==> src/rtl/ofmap_writeback_ctrl.sv <==
// Output feature-map write-back: quantises each finished accumulator lane and
// writes it into its output-map bank, flagging completion and dropped results.
module ofmap_writeback_ctrl #(
  parameter int DATA_WIDTH        = 16,
  parameter int ACC_WIDTH         = 32,
  parameter int NUM_DSP           = 2,
  parameter int NUM_ONEMULT       = 2,
  parameter int OUT_FEATURE_WIDTH = 3,
  parameter int FRAC_SHIFT        = 8,
  parameter int RELU              = 1,
  parameter int NUM_OUT_MEM       = NUM_DSP * NUM_ONEMULT,
  parameter int ADDR_WIDTH        = 4
) (
  input  logic                         clock,
  input  logic                         reset,
  input  logic                         clear,
  input  logic                         result_valid,
  input  logic [ACC_WIDTH*NUM_DSP-1:0] result_all,
  output logic [NUM_OUT_MEM-1:0]       out_wren,
  output logic [ADDR_WIDTH-1:0]        out_addr,
  output logic [DATA_WIDTH-1:0]        out_data,
  output logic                         busy,
  output logic                         wb_done,
  output logic                         overflow,
  output logic [1:0]                   dbg_state
);

  localparam int PIX_TOTAL = OUT_FEATURE_WIDTH * OUT_FEATURE_WIDTH;
  localparam int LANE_W    = (NUM_DSP > 1) ? $clog2(NUM_DSP) : 1;
  localparam int GRP_W     = (NUM_ONEMULT > 1) ? $clog2(NUM_ONEMULT) : 1;

  localparam logic [LANE_W-1:0]     LAST_LANE = LANE_W'(NUM_DSP - 1);
  localparam logic [ADDR_WIDTH-1:0] LAST_PIX  = ADDR_WIDTH'(PIX_TOTAL - 1);
  localparam logic [GRP_W-1:0]      LAST_GRP  = GRP_W'(NUM_ONEMULT - 1);

  localparam logic signed [ACC_WIDTH-1:0] SAT_MAX = ACC_WIDTH'(2**(DATA_WIDTH-1) - 1);
  localparam logic signed [ACC_WIDTH-1:0] SAT_MIN = ~SAT_MAX;

  typedef enum logic [1:0] {
    S_IDLE  = 2'd0,
    S_WRITE = 2'd1,
    S_DONE  = 2'd2
  } state_t;

  state_t state, state_nxt;

  logic [ACC_WIDTH*NUM_DSP-1:0] hold_reg;
  logic [LANE_W-1:0]            lane_cnt;
  logic [ADDR_WIDTH-1:0]        pix_cnt;
  logic [GRP_W-1:0]             grp_cnt;

  logic                         last_lane, last_pix, last_grp;
  logic [ACC_WIDTH-1:0]         lane_val;
  logic signed [ACC_WIDTH-1:0]  shifted, quant;
  logic [NUM_OUT_MEM-1:0]       wren_nxt;

  assign last_lane = (lane_cnt == LAST_LANE);
  assign last_pix  = (pix_cnt == LAST_PIX);
  assign last_grp  = (grp_cnt == LAST_GRP);

  assign busy      = (state == S_WRITE);
  assign dbg_state = state;

  always_ff @(posedge clock or posedge reset) begin
    if (reset) state <= S_IDLE;
    else       state <= state_nxt;
  end

  always_comb begin
    state_nxt = state;
    if (clear) begin
      state_nxt = S_IDLE;
    end else begin
      case (state)
        S_IDLE:  if (result_valid) state_nxt = S_WRITE;
        S_WRITE: if (last_lane) state_nxt = (last_pix && last_grp) ? S_DONE : S_IDLE;
        S_DONE:  state_nxt = S_DONE;
        default: state_nxt = S_IDLE;
      endcase
    end
  end

  always_comb begin
    lane_val = '0;
    for (int k = 0; k < NUM_DSP; k++) begin
      if (int'(lane_cnt) == k) lane_val = hold_reg[k*ACC_WIDTH +: ACC_WIDTH];
    end
  end

  // Shift at full accumulator width first so saturation sees the true magnitude.
  always_comb begin
    shifted = $signed(lane_val) >>> FRAC_SHIFT;
    quant   = shifted;
    if (RELU != 0 && quant[ACC_WIDTH-1]) quant = '0;
    if (quant > SAT_MAX)      quant = SAT_MAX;
    else if (quant < SAT_MIN) quant = SAT_MIN;
  end

  assign wren_nxt = NUM_OUT_MEM'(1) << (int'(grp_cnt) * NUM_DSP + int'(lane_cnt));

  always_ff @(posedge clock or posedge reset) begin
    if (reset) begin
      hold_reg <= '0;
      lane_cnt <= '0;
      pix_cnt  <= '0;
      grp_cnt  <= '0;
      out_wren <= '0;
      out_addr <= '0;
      out_data <= '0;
      wb_done  <= 1'b0;
      overflow <= 1'b0;
    end else begin
      out_wren <= '0;
      out_addr <= '0;
      out_data <= '0;
      if (clear) begin
        lane_cnt <= '0;
        pix_cnt  <= '0;
        grp_cnt  <= '0;
        wb_done  <= 1'b0;
        overflow <= 1'b0;
      end else begin
        case (state)
          S_IDLE: begin
            if (result_valid) begin
              hold_reg <= result_all;
              lane_cnt <= '0;
            end
          end
          S_WRITE: begin
            out_wren <= wren_nxt;
            out_addr <= pix_cnt;
            out_data <= quant[DATA_WIDTH-1:0];
            if (result_valid) overflow <= 1'b1;
            if (last_lane) begin
              lane_cnt <= '0;
              if (last_pix) begin
                pix_cnt <= '0;
                grp_cnt <= last_grp ? '0 : grp_cnt + GRP_W'(1);
              end else begin
                pix_cnt <= pix_cnt + ADDR_WIDTH'(1);
              end
            end else begin
              lane_cnt <= lane_cnt + LANE_W'(1);
            end
          end
          S_DONE: begin
            wb_done <= 1'b1;
            if (result_valid) overflow <= 1'b1;
          end
          default: ;
        endcase
      end
    end
  end

endmodule

==> config.mk <==
export PLATFORM = sky130hd
export DESIGN_NAME = ofmap_writeback_ctrl
export DESIGN_NICKNAME = d
export VERILOG_FILES = /design/src/rtl/ofmap_writeback_ctrl.sv
export SDC_FILE = /design/constraint.sdc
export NUM_CORES = 1
export LEC_CHECK = 0
export ABC_AREA = 1
export CORE_MARGIN = 1.5
export CORE_UTILIZATION = 43
export DETAILED_ROUTE_END_ITERATION = 6
export HOLD_SLACK_MARGIN = 0.06
export PLACE_DENSITY = 0.76
export REMOVE_ABC_BUFFERS = 1
export SYNTH_ARGS = -nofsm -noshare
export SYNTH_HDL_FRONTEND = slang
export SYNTH_SLANG_ARGS = --single-unit
==> constraint.sdc <==
create_clock -name clock -period 2.61 [get_ports clock]
set_input_delay 0.3915 -clock clock [delete_from_list [all_inputs] [get_ports clock]]
set_output_delay 0.3915 -clock clock [all_outputs]
set_load 0.02 [all_outputs]
==> results of run 1 <==
==> per-layer routing <==
layer	vias to the layer above	routed length (um)	GRT usage (%)
met5	-	0	0
met4	0	24	4.17
met3	2	244	3.33
met2	55	3130	25.2
met1	1060	3050	21.9
li1	1049	-	-
==> power by group <==
part	internal, mW	total [mW]	switching (mW)
combinational	0.836	1.40	0.561
sequential	1.69	1.92	0.225
clock	0.635	1.06	0.426
==> worst reg2reg max path, cell delays in order, from the launching register on <==
cell	delay [ns]
dfrtp_1	0.37
buf_4	0.33
nand2_1	0.10
nor2_1	0.12
nand2_1	0.06
nand2_1	0.50
a21oi_1	0.16
==> cells in the final DEF (no fill, tap or decap), types with 7 or more instances in the layout <==
cell type	instances
nand2_1	21
clkdlybuf4s50_1	80
inv_1	13
clkbuf_8	9
o21ai_0	7
mux2_4	46
dfrtp_1	82
a21oi_1	21
mux2i_1	15
nor2_1	24
==> path summary, 6_finish.rpt <==
path / from / to / slack (ns) / cells past startpoint
max in group asynchronous: reset / wb_done / 1.41 / 3
min: reset / hold_reg[16] / 0.47 / 2
max: dbg_state[1] / busy / 0.37 / 3
max reg2reg: lane_cnt / out_data[2] / 0.82 / 6
min reg2reg: wb_done / wb_done / 0.51 / 2
min in group clock: wb_done / wb_done / 0.51 / 2
==> final cells by class <==
type                    instances  area [sq um]  share of cell area, %
flip-flops and latches         82          2050                   44.1
multi-input cells             154          1310                   28.2
repair buffers                 86           871                   18.7
clock buffers                  11           131                   2.82
well taps                     102           128                   2.74
clock inverters                 5           103                   2.20
inverters                      15          60.1                   1.29
==> cell families (layout without fill, tap and decap cells) <==
| group | after synthesis | in the layout |
|---|---|---|
| AOI/OAI and AO/OA | 29 | 29 |
| muxes | 61 | 61 |
| and+or+nand+nor | 58 | 58 |
| buffers and inverters | 25 | 117 |
| adders and majority gates | 5 | 5 |
| other | 1 | 1 |
| DFF | 82 | 82 |
==> per-stage QoR <==
step	hold WS, ns	worst slack, ns	instance area (sq um)	cells	utilization, %
floorplan	0.448	0.110	3420	251	-
global placement	0.482	0.629	4420	439	56.4
detailed placement	0.492	0.565	4420	439	56.4
CTS	0.478	0.366	4660	455	59.4
global route	0.500	0.292	4660	455	59.4
finish	0.466	0.372	4660	455	59.4
==> flow_summary.json, run 1 <==
{
  "status": "complete, no violations",
  "insertion_delay_ns": 0.33,
  "p_total_mw": 4.37,
  "start_util_pct": 44.9,
  "wirelength_mm": 6.45,
  "ant_nets": 0,
  "path_cells": "inv_1, ha_1, clkdlybuf4s50_1",
  "ctsResizeCount": 0,
  "critPathKind": "reg2out",
  "drive_gt1_share_pct": 20.1,
  "coreArea_sq_um": 7850,
  "cp_slowest_cell": "clkdlybuf4s50_1",
  "gp_congestion": 0.769,
  "route.detailed.drc": 0,
  "synth-async-reset-ratio_pct": 100,
  "tritoncts": "done",
  "muxShareOfSynthArea_pct": 23.9,
  "cp_max_fo": 6,
  "row_count": 32,
  "crit_buf_inv": 2,
  "yosys_register_bits": 82,
  "syn-mean-instance-area_sq_um": 13.5,
  "vias_per_cell": 4.76,
  "skew_ns": 0.0103,
  "finalSetupViolations": 0,
  "ctsHtreeMaxLevel": 3,
  "clkTransAtPathRegs_ns": 0.08,
  "synth-compound-area-share_pct": 4.19,
  "end_kind": "primary output",
  "grt_start_max_net_pins": 37,
  "clockRootBuffer": "clkbuf_8",
  "path_delay_family": "buffers and inverters",
  "synthXorXnorAreaFrac_pct": 0,
  "synth_enable_flop_cells": 0,
  "clock.fmax_ghz": 0.447,
  "numPortBuffers": 80,
  "numCtsBuffers": 9,
  "synth_ff_type": "dfrtp_1",
  "nets": 421,
  "synth.top_cell.area_share_pct": 58.2,
  "yosysTopAreaCell": "dfrtp_1",
  "critPathRequiredTime_ns": 2.22,
  "first_pass_iters": 4,
  "synth_most_common_cell": "dfrtp_1",
  "fillCellCount": 649,
  "via_count": 2166,
  "cellPowerDensity_nw_per_um2": 939,
  "cap_violations": 0,
  "synthAdderAreaFrac_pct": 1.78,
  "netlist_area_sq_um": 3520,
  "largest_register_ffs": 48,
  "yosysSeqAreaShare_pct": 58.2,
  "fp.dieW_um": 93.5,
  "yosysUniqueCellTypes": 22,
  "synthCells": 261,
  "vdd_ir_drop_max_v": 0.000507,
  "drv_slew": 0,
  "wl_per_cell_um": 14.2,
  "clk_path_buf_depth": 2,
  "grt_first_pass_wirelength_mm": 10.6,
  "postCtsHoldBufs": 0,
  "hold_path.class": "in2async",
  "synth_top_family_by_area": "multiplexers",
  "clkSinkCount": 82,
  "n_antenna_cell": 0,
  "rsz0062_at_grt": "false",
  "fin_crit_sh_pct": 85.7,
  "die_area_sq_um": 8750,
  "critPathLaunchType": "flop",
  "synth_simple_gate_area_share_pct": 7.35,
  "overflow": 0,
  "critPathMaxStageDelay_ns": 0.67,
  "antenna_found_initial": 0,
  "synth_warnings": 0,
  "fin_crit_ns": 2.24,
  "post_cts_buffers": 0,
  "die_h_um": 93.5,
  "tns_ns": 0,
  "syn2layout_area_growth_pct": 32.2,
  "synthTopCellsByCount": "dfrtp_1 (82), mux2_4 (46), nor2_1 (24)",
  "p_leak_nw": 2.21,
  "synth_area_leaders": "dfrtp_1 (58%), mux2_4 (20%), mux2i_1 (4.3%)",
  "arrival_ns": 1.85,
  "io_pins": 97,
  "hold_viol": 0,
  "gr-usage-all-layers_pct": 15.8,
  "worst_slew_pin_slew_ns": 0.673,
  "grt_pass1_vias": 2199,
  "drt_iter0_markers": 40,
  "hpwl_mm": 4.40,
  "slew_headroom_pct": 55.0
}
No activity file was read; power rests on OpenSTA's default activity.
==> run 2, diff against run 1 <==
--- a/config.mk
+++ b/config.mk
@@ -12,6 +12,7 @@
 export HOLD_SLACK_MARGIN = 0.06
 export PLACE_DENSITY = 0.76
 export REMOVE_ABC_BUFFERS = 1
+export SKIP_LAST_GASP = 1
 export SYNTH_ARGS = -nofsm -noshare
 export SYNTH_HDL_FRONTEND = slang
 export SYNTH_SLANG_ARGS = --single-unit
==> results of run 2 <==
The final DEF is identical to that of run 1; final timing and power are the same.
==> run 3, diff against run 2 <==
--- a/config.mk
+++ b/config.mk
@@ -6,13 +6,16 @@
 export NUM_CORES = 1
 export LEC_CHECK = 0
 export ABC_AREA = 1
+export CORE_ASPECT_RATIO = 1.25
 export CORE_MARGIN = 1.5
 export CORE_UTILIZATION = 43
 export DETAILED_ROUTE_END_ITERATION = 6
 export HOLD_SLACK_MARGIN = 0.06
 export PLACE_DENSITY = 0.76
 export REMOVE_ABC_BUFFERS = 1
+export SETUP_SLACK_MARGIN = 0.4
 export SKIP_LAST_GASP = 1
+export SLEW_MARGIN = 10
 export SYNTH_ARGS = -nofsm -noshare
 export SYNTH_HDL_FRONTEND = slang
 export SYNTH_SLANG_ARGS = --single-unit
==> flow_summary.json, run 3 (synthesis gave the netlist of run 1 again) <==
{
  "status": "complete, no violations",
  "ctsHtreeMaxLevel": 3,
  "skew_ns": 0.0109,
  "multiInputGateArea_sq_um": 1310,
  "critPathKind": "reg2out",
  "first_pass_iters": 4,
  "hold_viol": 0,
  "stdcell_count": 446,
  "rsz0062_at_grt": "false",
  "cellPowerDensity_nw_per_um2": 900,
  "dpl-instance-area_sq_um": 4400,
  "wl_per_cell_um": 15.0,
  "grt_pass1_vias": 2310,
  "whs_ns": 0.387,
  "tns_ns": 0,
  "worst_slew_pin_slew_ns": 0.623,
  "die_area_sq_um": 8750,
  "postCtsHoldBufs": 0,
  "vdd_ir_drop_max_v": 0.000517,
  "critPathRequiredTime_ns": 2.22,
  "crit_buf_inv": 2,
  "cap_violations": 0,
  "r2r_start": "lane_cnt",
  "fin_crit_sh_pct": 75.1,
  "antenna_found_initial": 0,
  "cp_slowest_cell": "dfrtp_1",
  "path_delay_family": "buffers and inverters",
  "clkSinkCount": 82,
  "ant_nets": 0,
  "dp_slack_ns": 0.511,
  "finalSetupViolations": 0,
  "final_area_sq_um": 4560,
  "most-common-layout-cells": "dfrtp_1 (82), clkdlybuf4s50_1 (79), mux2_4 (46), nor2_1 (24)",
  "grt_start_max_net_pins": 53,
  "coreArea_sq_um": 7880,
  "worstSetupStartpoint": "dbg_state[1]",
  "grt_first_pass_wirelength_mm": 11.2,
  "nets": 419,
  "critPathMaxStageDelay_ns": 0.44,
  "drive_gt1_share_pct": 19.7,
  "io_pins": 97,
  "numCtsBuffers": 9,
  "gr-usage-all-layers_pct": 16.3,
  "largest_register_ffs": 48,
  "ff_latch_area_sq_um": 2050,
  "slew_headroom_pct": 58.4,
  "fillCellCount": 629,
  "row_count": 36,
  "layout_setup_ws_ns": 0.649,
  "final_common_cell": "dfrtp_1",
  "fp.dieW_um": 84.0,
  "clock.fmax_ghz": 0.510,
  "n_antenna_cell": 0,
  "start_util_pct": 44.7,
  "critPathLaunchType": "flop",
  "end_kind": "primary output",
  "tritoncts": "done",
  "drt_iter0_markers": 102,
  "r2r_slack_ns": 0.79,
  "drv_slew": 0,
  "insertion_delay_ns": 0.35,
  "p_total_mw": 4.10,
  "arrival_ns": 1.57,
  "final_core_util_pct": 57.9,
  "hpwl_mm": 4.68,
  "vias_per_cell": 5.01,
  "gp_congestion": 0.807,
  "path_cells": "inv_1, ha_1, dlygate4sd2_1",
  "place_inst": 430,
  "via_count": 2235,
  "numPortBuffers": 80,
  "cp_max_fo": 6,
  "syn2layout_area_growth_pct": 29.5,
  "clkTransAtPathRegs_ns": 0.08,
  "p_leak_nw": 2.17,
  "overflow": 0,
  "clk_path_buf_depth": 2,
  "die_h_um": 104,
  "fin_crit_ns": 1.96,
  "wirelength_mm": 6.70,
  "hold_path.class": "in2async",
  "route.detailed.drc": 0,
  "clockRootBuffer": "clkbuf_8"
}
-- run 3: worst paths after layout --
check | to | depth (start not counted)
worst min-delay path | out_data[8] | 2
worst max-delay path | busy | 3
max in group asynchronous | hold_reg[57] | 3
worst max register to register | out_data[8] | 6
min in group clock | out_wren[0] | 1
worst min register to register | out_wren[0] | 1
-- run 3: repair_timing --
| item | 4_1_cts | 5_1_grt |
|---|---|---|
| gates resized for setup | 1 | 0 |
| setup endpoints to repair | 1 | 0 |
| buffers inserted | 0 | 0 |
-- run 3: final cells by class --
cell class,count,area share (%)
Tap cell,95,2.61
Clock inverter,5,0.686
Inverter,15,1.32
Clock buffer,11,2.88
Sequential cell,82,45.0
Timing Repair Buffer,84,18.7
Multi-Input combinational cell,154,28.8
-- run 3: routing by layer --
layer | track usage, % | vias up | share of wire [%]
met1 | 20.2 | 1111 | 41
met3 | 3.49 | 16 | 3.7
met2 | 26.9 | 62 | 52
met5 | 0 | - | 0
met4 | 8.31 | 0 | 3.0
li1 | - | 1046 | -
-- run 3: worst register-to-register path: cells and delay by family, from the launching register on --
kind | cells | cell delay, ns
and+or+nand+nor | 4 | 0.73
DFF | 1 | 0.54
buffers and inverters | 1 | 0.24
AOI/OAI and AO/OA | 1 | 0.16
-- run 3: power breakdown --
| part | internal [mW] | switching, mW | leakage (nW) | total, mW |
|---|---|---|---|---|
| clock network | 0.343 | 0.447 | 0.0831 | 0.790 |
| logic | 0.829 | 0.546 | 1.06 | 1.38 |
| registers | 1.69 | 0.249 | 1.02 | 1.94 |
| total | 2.86 | 1.24 | 2.17 | 4.10 |
